**src/rtl/rr_interval_binner.sv**
```systemverilog
// rtl/rr_interval_binner.sv - R-peak interval timer with refractory/timeout and 10-bit bin quantiser
module rr_interval_binner #(
    parameter int TICK_DIV      = 1000,
    parameter int BIN_SHIFT     = 0,
    parameter int REFRACT_TICKS = 200,
    parameter int MAX_TICKS     = 2000
) (
    input  logic        clk,
    input  logic        rst_n,
    input  logic        enable,
    input  logic        r_peak,
    output logic [9:0]  bin_index,
    output logic        bin_valid,
    output logic [15:0] interval_ticks,
    output logic        peak_rejected,
    output logic        timeout,
    output logic [1:0]  state
);
    localparam int PW = (TICK_DIV > 2) ? $clog2(TICK_DIV) : 1;

    typedef enum logic [1:0] {
        IDLE    = 2'd0,
        REFRACT = 2'd1,
        ARMED   = 2'd2
    } state_t;

    state_t        st;
    logic          r_q;
    logic [PW-1:0] pre;
    logic [15:0]   tcnt;
    logic          pk_edge;
    logic          tick;
    logic [15:0]   tcnt_inc;
    logic [15:0]   shifted;
    logic [9:0]    bin_calc;

    assign pk_edge = r_peak & ~r_q;
    assign tick    = (pre == PW'(TICK_DIV - 1));

    // Emitted interval includes a tick landing on the edge cycle, so it equals floor(D/TICK_DIV).
    assign tcnt_inc = (tick && tcnt != 16'hFFFF) ? tcnt + 16'd1 : tcnt;
    assign shifted  = tcnt_inc >> BIN_SHIFT;
    assign bin_calc = (shifted > 16'd1023) ? 10'd1023 : shifted[9:0];
    assign state    = st;

    always_ff @(posedge clk or negedge rst_n) begin
        if (!rst_n) begin
            st             <= IDLE;
            r_q            <= 1'b0;
            pre            <= '0;
            tcnt           <= '0;
            bin_index      <= '0;
            bin_valid      <= 1'b0;
            interval_ticks <= '0;
            peak_rejected  <= 1'b0;
            timeout        <= 1'b0;
        end else begin
            r_q           <= r_peak;
            bin_valid     <= 1'b0;
            peak_rejected <= 1'b0;
            timeout       <= 1'b0;
            if (!enable) begin
                st   <= IDLE;
                pre  <= '0;
                tcnt <= '0;
            end else begin
                case (st)
                    IDLE: begin
                        pre  <= '0;
                        tcnt <= '0;
                        if (pk_edge) st <= REFRACT;
                    end
                    REFRACT: begin
                        pre  <= tick ? '0 : pre + PW'(1);
                        tcnt <= tcnt_inc;
                        if (pk_edge) peak_rejected <= 1'b1;
                        if (!pk_edge && tcnt == 16'(MAX_TICKS)) begin
                            timeout <= 1'b1;
                            st      <= IDLE;
                            pre     <= '0;
                            tcnt    <= '0;
                        end else if (tcnt == 16'(REFRACT_TICKS)) begin
                            st <= ARMED;
                        end
                    end
                    ARMED: begin
                        if (pk_edge) begin
                            interval_ticks <= tcnt_inc;
                            bin_index      <= bin_calc;
                            bin_valid      <= 1'b1;
                            pre            <= '0;
                            tcnt           <= '0;
                            st             <= REFRACT;
                        end else if (tcnt == 16'(MAX_TICKS)) begin
                            timeout <= 1'b1;
                            pre     <= '0;
                            tcnt    <= '0;
                            st      <= IDLE;
                        end else begin
                            pre  <= tick ? '0 : pre + PW'(1);
                            tcnt <= tcnt_inc;
                        end
                    end
                    default: begin
                        st   <= IDLE;
                        pre  <= '0;
                        tcnt <= '0;
                    end
                endcase
            end
        end
    end
endmodule
```
**config.mk**
```make
export PLATFORM = sky130hd
export DESIGN_NAME = rr_interval_binner
export DESIGN_NICKNAME = d
export VERILOG_FILES = /design/src/rtl/rr_interval_binner.sv
export SDC_FILE = /design/constraint.sdc
export NUM_CORES = 1
export LEC_CHECK = 0
export CAP_MARGIN = 20
export CORE_MARGIN = 3
export CORE_UTILIZATION = 59
export CTS_CLUSTER_DIAMETER = 200
export CTS_CLUSTER_SIZE = 20
export DETAILED_ROUTE_END_ITERATION = 12
export PLACE_DENSITY = 0.84
export SYNTH_ARGS = -nofsm -noshare
export SYNTH_HDL_FRONTEND = slang
export SYNTH_SLANG_ARGS = --single-unit
```
**constraint.sdc**
```tcl
create_clock -name clk -period 3.89 [get_ports clk]
set_clock_uncertainty 0.1 [all_clocks]
set_input_delay 0.5835 -clock clk [delete_from_list [all_inputs] [get_ports clk]]
set_output_delay 0.5835 -clock clk [all_outputs]
set_load 0.05 [all_outputs]
```
# Word level (Yosys, flattened, before mapping)
# Index checks and enable logic that the tools add are counted.
dict set report totals {
  inputBits 4
  ff_bits 58
  memories 0
  mem_bits_ro 0
  ram_bits 0
  latchBits 0
  output_inout_bits 31
  word_cells 59
}
dict set report classes {
  n_div 0
  order_cmp 1
  n_bitwise 2
  shifts 0
  reduce_logical 6
  add_sub_neg 2
  multipliers 0
  muxes 30
  n_eq_ne 9
}
# operator count
set ops {}
lappend ops {{$mux W16} 5}
lappend ops {{$mux W10} 6}
lappend ops {{$pmux W16 S2} 1}
lappend ops {{$pmux W10 S2} 1}
lappend ops {{$add A16 B1 Y16 const B} 1}
lappend ops {{$eq A16 B11 Y1 const B} 1}
lappend ops {{$eq A16 B8 Y1 const B} 1}
lappend ops {{$gt A16 B10 Y1 const B} 1}
lappend ops {{$ne A16 B16 Y1 const B} 1}
lappend ops {{$mux W2} 6}
lappend ops {{$add A10 B1 Y10 const B} 1}
lappend ops {{$eq A10 B10 Y1 const B} 1}
lappend ops {{$mux W1} 9}
lappend ops {{$ne A4 B4 Y1 const B} 2}
lappend ops {{$pmux W2 S3} 1}
lappend ops {{$reduce_and A3 Y1} 2}
lappend ops {{$ne A3 B3 Y1 const B} 1}
lappend ops {{$eq A2 B1 Y1 const B} 1}
lappend ops {{$eq A2 B2 Y1 const B} 1}
lappend ops {{$logic_and A1 B1 Y1} 2}
lappend ops {{$logic_not A2 Y1} 1}
lappend ops {{$pmux W1 S2} 1}
lappend ops {{$and A1 B1 Y1} 1}
lappend ops {{$logic_not A1 Y1} 1}
lappend ops {{$not A1 Y1} 1}

# Longest topological paths before layout
dict set report logic_depth {
  depth_word 7
  mapped_depth 9
  depth_no_buf 8
}

# Least setup slack after synthesis
# No wires, ideal clock.
dict set report synth_path {
  kind {register to register}
  startpoint {register tcnt[0]}
  endpoint {register bin_index[0]}
  n_path_buf 2
  period_less_slack_ns 2.305
  arrival_time_ns 2.123
  setup_slack_ns 1.585
  path_stages_with_launch 10
  t_required_ns 3.708
  setup_ns 0.082
  cell_sequence {dfrtp_1 ha_1 and3_1 and4b_1 buf_6 nor4_4 mux2_4 and4_4 buf_6 a31oi_1}
}
dict set report synth_between {
  elab_chain_len 5
  word_cells_on_any_way 6
  classes_between {1 x add/sub; 1 x order compare; 1 x eq/ne; 2 x mux; 1 x reduce/logical}
}
# item line
set synth_rtl {}
lappend synth_rtl {{start: declaration} 30} ;# logic [15:0] tcnt;
lappend synth_rtl {{start signal: assignment} 75} ;# tcnt <= tcnt_inc;
lappend synth_rtl {{start signal: assignment} 101} ;# tcnt <= tcnt_inc;
lappend synth_rtl {{parallel branches: the longest is 2 deep, another holds $add A16 B1 Y16} n/a}
lappend synth_rtl {{$mux W16 *} 41} ;# assign tcnt_inc = (tick && tcnt != 16'hFFFF) ? tcnt + 16'd1 : tcnt;
lappend synth_rtl {{$gt A16 B10 Y1} 43} ;# assign bin_calc = (shifted > 16'd1023) ? 10'd1023 : shifted[9:0];
lappend synth_rtl {{$mux W10 *} 43}
lappend synth_rtl {{end signal: assignment} 89} ;# bin_index <= bin_calc;
lappend synth_rtl {{end: declaration} 12} ;# output logic [9:0] bin_index,
# Every way passes the cells marked *.
# A chain may end at the register's enable or synchronous reset.

# Worst setup path in the final report
dict set report layout_path {
  startpoint {register tcnt[0]}
  endpoint {register bin_index[2]}
}
# Same word-level chain as after synthesis.

==> impl_metrics.sql <==
INSERT INTO impl_metrics (metric_group, metric, value, unit) VALUES
('run_status', 'status', 'completed', ''),
('worst_setup_path', 'largest_stage_delay_on_the_critical_path', '0.42', 'ns'),
('clocking', 'clock_tree.htree_level_count', '3', ''),
('placed_design', 'finalWeightedCongestion', '0.935', ''),
('clocking', 'insertion_delay_of_the_later_clocked_pin_in_the_worst_skew_pair', '0.33', 'ns'),
('placed_design', 'place.port_buffers', '34', ''),
('floorplan', 'placement_rows', '24', ''),
('worst_setup_path', 'cp_slowest_cell', 'sky130_fd_sc_hd__dfrtp_1', ''),
('timing', 'min_period', '2.41', 'ns'),
('floorplan', 'starting_density_of_the_core', '62.2', '%'),
('clocking', 'cts-root-buf', 'sky130_fd_sc_hd__clkbuf_8', ''),
('floorplan', 'chipHeight', '74.2', 'µm'),
('clocking', 'cts.clk_slew.worst_paths', '0.06', 'ns'),
('placed_design', 'dp_hpwl', '3780', 'µm'),
('detailed_routing', 'post_drt_via_cell_ratio', '5.67', ''),
('logic_synthesis', 'synth_ff_type', 'sky130_fd_sc_hd__dfrtp_1', ''),
('detailed_routing', 'avgRoutedWirePerCell', '14.5', 'µm'),
('timing', 'drv_slew', '0', ''),
('logic_synthesis', 'distinct_cells_synth', '37', ''),
('logic_synthesis', 'ys_seq_elements', '58', ''),
('timing', 'grt_setup_unrepaired', 'false', ''),
('logic_synthesis', 'synth.net_count', '288', ''),
('timing', 'min_period_over_period', '62.0', '%'),
('worst_setup_path', 'path_delay_family', 'simple AND/OR/NAND/NOR gates', ''),
('grt', 'maximum_number_of_pins_on_one_net_before_global_route_repair', '45', ''),
('flow_run', 'cap_viol_max_count', '0', ''),
('layout', 'final_layout_size_suffix_gt1_share', '6.37', '%'),
('grt', 'first_global_vias', '1925', ''),
('clocking', 'sink_count', '58', ''),
('detailed_routing', 'routed-via-count', '2074', ''),
('grt', 'first_pass_grt_wire_length', '8830', 'µm'),
('detailed_routing', 'drc', '0', ''),
('timing', 'report.final.hold_viol_count', '0', ''),
('floorplan', 'ioPinCount', '35', ''),
('grt', 'grt-ovfl-total', '0', ''),
('logic_synthesis', 'netlist_instances', '277', ''),
('worst_setup_path', 'critPathRequiredTime', '4.04', 'ns'),
('logic_synthesis', 'synth-seq-area-share', '52.9', '%'),
('timing', 'worstMarginPinSlew', '0.932', 'ns'),
('layout', 'layout.nets', '323', ''),
('power_and_ir_drop', 'p_per_area', '454', 'nW/µm²'),
('worst_setup_path', 'worstSetupStartpointType', 'register', ''),
('detailed_routing', 'drtAntennaViolNets', '0', ''),
('worst_setup_path', 'critPathArrivalTime', '2.56', 'ns'),
('grt', 'number_of_antenna_violations_at_the_first_check_in_global_routing', '0', ''),
('floorplan', 'die_x', '74.2', 'µm'),
('worst_setup_path', 'critical_path.cell_chain', 'ha_1 -> and3_1 -> and4b_1 -> nor4_4 -> mux2_4 -> and4_4 -> a31oi_1', ''),
('clocking', 'cts-root-to-sink-buffers', '2', ''),
('worst_setup_path', 'worstSetupPathType', 'register to register', ''),
('layout', 'stdcell_area', '3220', 'µm²'),
('floorplan', 'coreArea', '4410', 'µm²'),
('layout', 'area_growth_synth_to_finish', '17.4', '%'),
('detailed_routing', 'dr.first_iter.drc_count', '121', ''),
('worst_hold_path', 'worst_hold_path_type', 'input port to asynchronous set/reset pin', ''),
('clocking', 'post_cts_hold_buffer_count', '0', ''),
('power_and_ir_drop', 'static-leakage-power', '1.32', 'nW'),
('layout', 'n_diodes', '0', ''),
('clocking', 'cts_inserted_buffers', '9', ''),
('timing', 'max_slew_margin', '37.8', '%'),
('clocking', 'cts_tree', 'done', ''),
('logic_synthesis', 'synthesis.area', '2750', 'µm²'),
('worst_setup_path', 'sort_of_element_at_the_end_of_the_critical_path', 'register', ''),
('power_and_ir_drop', 'max-vdd-ir-drop', '0.000276', 'V'),
('detailed_routing', 'drt-pass1-iter-count', '4', ''),
('layout', 'final_cell_mix', 'sky130_fd_sc_hd__dfrtp_1, sky130_fd_sc_hd__nor2_1, sky130_fd_sc_hd__clkdlybuf4s50_1', ''),
('timing', 'clock.fmax', '414', 'MHz'),
('grt', 'grt_use_total', '21.4', '%'),
('floorplan', 'die_area', '5510', 'µm²'),
('detailed_routing', 'routed_wl', '5320', 'µm'),
('logic_synthesis', 'synth_edf_count', '0', ''),
('clocking', 'postCtsSetupBuffers', '0', ''),
('worst_setup_path', 'worstPathMaxFanout', '10', ''),
('clocking', 'cts_resized', '0', ''),
('timing', 'report.final.setup_viol', '0', ''),
('logic_synthesis', 'mean_syn_cell_area', '9.91', 'µm²'),
('placed_design', 'detailed_place.area', '3080', 'µm²'),
('layout', 'layout_commonest_cell', 'sky130_fd_sc_hd__dfrtp_1', ''),
('logic_synthesis', 'async_reset_ff_share', '100', '%'),
('timing', 'totalNegativeSetupSlack', '0', 'ns'),
('worst_setup_path', 'path_buf_inv', '0', ''),
('logic_synthesis', 'yosys_warning_total', '0', '');
## worst paths after layout
| path | startpoint | endpoint | slack, ns | cells after the start |
|---|---|---|---|---|
| max | tcnt[0] | bin_index[2] | 1.48 | 7 |
| min | rst_n | bin_index[2] | 0.29 | 1 |
| max reg2reg | tcnt[0] | bin_index[2] | 1.48 | 7 |
| min reg2reg | interval_ticks[5] | interval_ticks[5] | 0.38 | 2 |
| max in group asynchronous | rst_n | interval_ticks[4] | 2.64 | 2 |
| min in group clk | interval_ticks[5] | interval_ticks[5] | 0.38 | 2 |
## metrics by stage
stage | std cells | utilization (%) | power (mW) | setup WS (ns) | hold WS (ns)
floorplan | 277 | - | 0.920 | 1.59 | 0.188
global placement | 353 | 69.8 | 1.03 | 1.44 | 0.361
detailed placement | 353 | 69.8 | 1.04 | 1.38 | 0.370
CTS | 366 | 73.0 | 1.48 | 1.47 | 0.319
global route | 366 | 73.0 | 1.52 | 1.35 | 0.355
finish | 366 | 73.0 | 1.46 | 1.48 | 0.292
## cells by family (layout without fill, tap and decap cells)
logic type,Yosys count,after routing,synth area share [%]
AOI/OAI and AO/OA,37,37,7.66
xor gates and xnor gates,22,22,7.02
adders and majority gates,7,7,3.19
buffers and inverters,20,57,3.97
DFF,58,58,52.9
muxes,4,4,1.64
and+or+nand+nor,129,129,23.7
## cell type report
class	instances	area, µm²
well taps	52	65.1
clock buffers	12	135
multi-input cells	199	1180
inverters	8	30.0
fillers	347	1190
clock inverters	1	5.00
repair buffers	36	350
flip-flops and latches	58	1450
## routing by layer
layer / vias to the layer above / global-route usage, % / part of all wire [%]
met5: - / 0 / 0
met4: 0 / 9.09 / 1.6
met3: 10 / 6.08 / 4.9
met2: 53 / 34.2 / 48
met1: 995 / 27.4 / 46
li1: 1016 / - / -
## where the power goes
group | total, mW | internal (mW) | switching (mW)
clock network | 0.430 | 0.220 | 0.210
logic | 0.359 | 0.119 | 0.240
registers | 0.672 | 0.643 | 0.0293
## cell usage after synthesis, drive strengths merged, types with 5 or more instances
master | instances | share of area, %
a31oi | 10 | 2.3
nand3 | 12 | 2.4
nor3 | 6 | 1.1
nand2 | 29 | 4.0
buf | 5 | 1.9
inv | 8 | 1.1
nand4 | 8 | 1.8
xor2 | 8 | 2.6
clkbuf | 7 | 0.96
and3 | 6 | 1.4
and4 | 5 | 1.9
xnor2 | 14 | 4.5
dfrtp | 58 | 53
nor2 | 48 | 6.6
o21ai | 21 | 3.8
ha | 7 | 3.2
## sequential cells by signal, summed over array words and instances, names as in the netlist
name,flops
peak_rejected,1
tcnt,16
bin_valid,1
bin_index,10
state,2
interval_ticks,16
timeout,1
r_q,1
pre,10
Power figures use the tool's default switching activity.
